## src/rtl/key_event_arbiter.sv

```systemverilog
// Round-robin arbiter that serializes one-cycle key presses onto a valid/ready
// event stream, with a post-event lockout gap and a saturating drop counter.
//
// state   | meaning
// S_IDLE  | nothing offered; grant next pending key if enabled
// S_OFFER | evt_valid high, holding evt_id until evt_ready
// S_GAP   | lockout after an accepted event, GAP_CYCLES long
module key_event_arbiter #(
  parameter int N_KEYS     = 4,
  parameter int ID_W       = 2,
  parameter int GAP_CYCLES = 50_000,
  parameter int GAP_W      = 16,
  parameter int DROP_W     = 8
) (
  input  logic              clk,
  input  logic              reset_n,
  input  logic              enable,
  input  logic [N_KEYS-1:0] key_pulse,
  output logic              evt_valid,
  input  logic              evt_ready,
  output logic [ID_W-1:0]   evt_id,
  output logic              evt_multi,
  output logic [N_KEYS-1:0] pending,
  input  logic              drop_clr,
  output logic [DROP_W-1:0] drop_cnt
);

  localparam int CNT_W = $clog2(N_KEYS + 1);
  localparam int SUM_W = DROP_W + CNT_W;
  localparam logic [GAP_W-1:0] GAP_LAST = (GAP_CYCLES == 0) ? '0 : GAP_W'(GAP_CYCLES - 1);
  localparam logic [ID_W:0]    N_EXT    = (ID_W + 1)'(N_KEYS);
  localparam logic [SUM_W-1:0] DROP_MAX = SUM_W'({DROP_W{1'b1}});

  typedef enum logic [1:0] {S_IDLE, S_OFFER, S_GAP} state_t;

  state_t              r_state;
  state_t              w_state_nxt;
  logic [N_KEYS-1:0]   r_pending;
  logic [N_KEYS-1:0]   w_pending_nxt;
  logic [N_KEYS-1:0]   w_grant_vec;
  logic [N_KEYS-1:0]   w_drop_vec;
  logic [ID_W-1:0]     r_evt_id;
  logic [ID_W-1:0]     r_last_grant;
  logic [ID_W-1:0]     w_grant_id;
  logic                w_grant_found;
  logic                w_grant;
  logic [ID_W:0]       w_scan_idx;
  logic [GAP_W-1:0]    r_gap_cnt;
  logic [DROP_W-1:0]   r_drop_cnt;
  logic [CNT_W-1:0]    w_drop_n;
  logic [SUM_W-1:0]    w_drop_sum;

  // Scan starts one past the last grant and wraps, so every key gets a turn.
  always_comb begin
    w_grant_found = 1'b0;
    w_grant_id    = '0;
    w_scan_idx    = '0;
    for (int k = 1; k <= N_KEYS; k++) begin
      w_scan_idx = {1'b0, r_last_grant} + (ID_W + 1)'(k);
      if (w_scan_idx >= N_EXT) w_scan_idx = w_scan_idx - N_EXT;
      if (!w_grant_found && r_pending[w_scan_idx[ID_W-1:0]]) begin
        w_grant_found = 1'b1;
        w_grant_id    = w_scan_idx[ID_W-1:0];
      end
    end
  end

  assign w_grant     = (r_state == S_IDLE) && enable && w_grant_found;
  assign w_grant_vec = w_grant ? (N_KEYS'(1) << w_grant_id) : '0;

  // A pulse on the key being granted re-arms it as a fresh event, not a drop.
  always_comb begin
    w_pending_nxt = '0;
    w_drop_vec    = '0;
    if (enable) begin
      w_drop_vec    = key_pulse & r_pending & ~w_grant_vec;
      w_pending_nxt = (r_pending & ~w_grant_vec) | key_pulse;
    end
  end

  always_comb begin
    w_drop_n = '0;
    for (int i = 0; i < N_KEYS; i++) w_drop_n = w_drop_n + CNT_W'(w_drop_vec[i]);
  end

  assign w_drop_sum = SUM_W'(r_drop_cnt) + SUM_W'(w_drop_n);

  always_ff @(posedge clk or negedge reset_n) begin
    if (!reset_n) begin
      r_pending    <= '0;
      r_evt_id     <= '0;
      r_last_grant <= ID_W'(N_KEYS - 1);
      r_drop_cnt   <= '0;
      r_gap_cnt    <= '0;
    end else begin
      r_pending <= w_pending_nxt;
      if (w_grant) begin
        r_evt_id     <= w_grant_id;
        r_last_grant <= w_grant_id;
      end
      if (drop_clr)                  r_drop_cnt <= '0;
      else if (w_drop_sum > DROP_MAX) r_drop_cnt <= '1;
      else                            r_drop_cnt <= w_drop_sum[DROP_W-1:0];
      if (r_state == S_GAP)
        r_gap_cnt <= (r_gap_cnt == GAP_LAST) ? '0 : r_gap_cnt + GAP_W'(1);
    end
  end

  always_ff @(posedge clk or negedge reset_n) begin
    if (!reset_n) r_state <= S_IDLE;
    else          r_state <= w_state_nxt;
  end

  always_comb begin
    w_state_nxt = r_state;
    case (r_state)
      S_IDLE:  if (w_grant) w_state_nxt = S_OFFER;
      S_OFFER: if (evt_ready) w_state_nxt = (GAP_CYCLES == 0) ? S_IDLE : S_GAP;
      S_GAP:   if (r_gap_cnt == GAP_LAST) w_state_nxt = S_IDLE;
      default: w_state_nxt = S_IDLE;
    endcase
  end

  // evt_valid decodes the state register so an async reset drops it at once.
  always_comb begin
    evt_valid = (r_state == S_OFFER);
    evt_multi = (r_state == S_OFFER) && (|r_pending);
    evt_id    = r_evt_id;
    pending   = r_pending;
    drop_cnt  = r_drop_cnt;
  end

endmodule
```

## config.mk

```make
export PLATFORM = sky130hd
export DESIGN_NAME = key_event_arbiter
export DESIGN_NICKNAME = d
export VERILOG_FILES = /design/src/rtl/key_event_arbiter.sv
export SDC_FILE = /design/constraint.sdc
export NUM_CORES = 1
export LEC_CHECK = 0
export CAP_MARGIN = 0
export CORE_UTILIZATION = 40
export DETAILED_ROUTE_END_ITERATION = 8
export PLACE_DENSITY = 0.64
export SLEW_MARGIN = 20
export SYNTH_ARGS = -nofsm -noshare
export SYNTH_HDL_FRONTEND = slang
export SYNTH_SLANG_ARGS = --single-unit
```

## constraint.sdc

```tcl
create_clock -name clk -period 4.7 [get_ports clk]
set_input_delay 0.94 -clock clk [delete_from_list [all_inputs] [get_ports clk]]
set_output_delay 0.94 -clock clk [all_outputs]
set_load 0.03 [all_outputs]
```

==> reports/qor.txt <==
antenna-violating nets left: 0
initial detailed-routing violation count: 120
commonest non-fill, non-tap cell in the layout: dfrtp_1
worst path arrival time: 4.08 ns
Hold-fix buffers, CTS: 0
layout cells sized above 1: 11.2%
initial antenna violation count: 0
Worst-Margin Slew: 0.691 ns
post_cts resized: 0
post-synth net total: 199
port bufs: 24
critical path peak fanout: 10
CTS max path bufs: 2
fin. max-slew vios: 0
Hold Vio Cnt, Final: 0
leading area contributor after synthesis: dfrtp_1
Worst setup startpoint: enable
routed len/inst: 13.5 µm
Mapped Area: 0.00182 mm²
total CTS buffers: 5
Placer Congestion: 0.759
CTS tree: done
vias: 1458
CP Launch Type: input pin
most frequent cells in the layout: dfrtp_1 (32), clkdlybuf4s50_1 (24), nand3_1 (17)
worst min path class: flip-flop to flip-flop
sequential area share after synthesis: 46.8%
top cells by area, synth: dfrtp_1 (44%), nand3_1 (4.7%), a21oi_1 (4.1%)
die height: 69.5 µm
first-pass GRT wire length: 6410 µm
worst r2r src: r_last_grant[1]$_DFFE_PN1P_
worst skew pair latency: 0.28 ns
Hold Startpoint: evt_id[1]$_DFFE_PN0P_
Mapped Cells: 185
H-tree depth: 2
DRT Pass-1 Iters: 4
Fill cells: 408
final cycle utilization of the critical path: 82.5%
clk sinks: 34
core area: 0.00435 mm²
cell area after layout: 0.00221 mm²
Setup Viol. Count Final: 0
final non-filler cell total: 267
unrepaired setup endpoints after global routing: no
post-CTS setup repair buffer count: 0
pwr dens: 414 mW/mm²
largest net degree at the start of global routing: 35
Root Buffer: clkbuf_8
Post-DP Area: 0.00212 mm²
CP Data Required Time: 4.91 ns
die area: 0.00483 mm²
mean post-synth cell area: 9.85 µm²
# DRC: 0
Setup TNS: 0 ns
num ports: 25
unique cell type count in the Yosys netlist: 47
via density per instance: 5.46
Yosys warnings: 0
Yosys reg bits: 34
hold_ws: 0.492 ns
cell leakage power: 0.910 nW
routed wire length: 3590 µm
area added between synthesis and finish: 21.5%
Yosys top cell area share: 43.9%
Inst Count DP: 259
Fmax achieved: 258 MHz
Die W: 69.5 µm
maximum VDD drop: 0.000156 V
WS Path Type: input pin to flip-flop
GRT Total Usage: 16.9%
grt ovf: 0
FP Rows: 24
worst reg-to-reg setup slack: 1.19 ns
max-cap violation count: 0
final worst path period need: 3.88 ns
CP endpoint kind: flip-flop
vias in the first global route: 1377
status: finished, final reports clean
CTS clk-pin slew, worst paths: 0.07 ns
post-DP HPWL: 2480 µm
initial core utilization: 41.9%
worst relative slew slack: 53.9%
ant diodes: 0
NumNets Final: 228
setup clock skew after layout: 0.00571 ns
-- stage by stage --
step	worst slack, ns	util, %	total power [mW]
5_1_grt	0.640	50.9	0.982
3_3_place_gp	0.573	48.8	0.697
2_1_floorplan	1.15	-	0.595
6_report	0.820	50.9	0.916
3_5_place_dp	0.507	48.8	0.700
4_1_cts	0.828	50.9	0.926
-- kinds of logic (layout without fill, tap and decap cells) --
kind of cell | after synthesis | in the layout | synth area share [%]
flops | 34 | 34 | 46.8
xor+xnor | 12 | 12 | 5.77
buf+inv | 16 | 46 | 3.77
mux | 1 | 1 | 0.549
simple gates | 76 | 76 | 23.7
compound gates | 41 | 41 | 14.8
fa+ha+maj | 5 | 5 | 4.67
-- flip-flops by register name (all words and copies together) (netlist names) --
| name | cells |
|---|---|
| pending | 4 |
| r_gap_cnt | 16 |
| r_last_grant | 2 |
| r_state | 2 |
| drop_cnt | 8 |
| evt_id | 2 |
-- layout make-up --
cell class | instances | area (µm²) | area share [%]
multi-input cells | 135 | 901 | 40.7
flip-flops and latches | 34 | 853 | 38.5
repair buffers | 27 | 263 | 11.9
clock buffers | 7 | 86.3 | 3.90
well taps | 52 | 65.1 | 2.94
inverters | 11 | 41.3 | 1.86
clock inverters | 1 | 5.00 | 0.226
-- synth_stat cells (all sizes together) --
| library cell | n |
|---|---|
| a211oi | 1 |
| a21o | 1 |
| a21oi | 16 |
| a311oi | 1 |
| a31o | 2 |
| a31oi | 1 |
| a41oi | 1 |
| and3 | 1 |
| and3b | 1 |
| and4 | 2 |
| buf | 2 |
| clkbuf | 3 |
| dfrtp | 32 |
| dfstp | 2 |
| fa | 3 |
| ha | 2 |
| inv | 11 |
| mux2i | 1 |
| nand2 | 13 |
| nand2b | 7 |
| nand3 | 17 |
| nand3b | 1 |
| nand4 | 4 |
| nor2 | 10 |
| nor2b | 3 |
| nor3 | 5 |
| nor4 | 2 |
| nor4b | 1 |
| o2111ai | 3 |
| o211ai | 1 |
| o21ai | 10 |
| o221a | 2 |
| o2bb2ai | 1 |
| o31ai | 1 |
| or2 | 2 |
| or3 | 3 |
| or4 | 2 |
| or4b | 2 |
| xnor2 | 8 |
| xor2 | 4 |
-- report_power, final --
group,switching [mW],internal (mW),leakage [nW],total (mW)
combinational,0.160,0.123,0.413,0.284
clock,0.105,0.118,0.0482,0.223
sequential,0.0597,0.350,0.448,0.409
total,0.325,0.591,0.910,0.916
-- metal layers --
metal / up-vias / part of all wire [%] / GRT usage, %
li1: 729 / - / -
met3: 2 / 4.5 / 3.05
met1: 692 / 51 / 25.3
met5: - / 0 / 0
met2: 35 / 44 / 23.6
met4: 0 / 0.81 / 7.94
-- worst max-delay path, cell delays in order --
cell and delay, ns:
clkdlybuf4s50_1 0.64, or4b_1 0.58, nor2_1 0.13, a21o_1 0.13
fa_1 0.42, fa_1 0.39, inv_1 0.09, fa_1 0.29
nand4_1 0.26, a21oi_1 0.21
-- final timing paths --
path                                               end  depth (start not counted)
setup / recovery                 drop_cnt[1]$_DFF_PN0_                         10
max in group asynchronous  r_last_grant[0]$_DFFE_PN1P_                          2
hold reg to reg                  evt_id[1]$_DFFE_PN0P_                          2
min in group asynchronous    r_gap_cnt[10]$_DFFE_PN0N_                          2
setup reg to reg                 drop_cnt[1]$_DFF_PN0_                         10
hold / removal                   evt_id[1]$_DFFE_PN0P_                          2
Power figures use the tool's default switching activity.
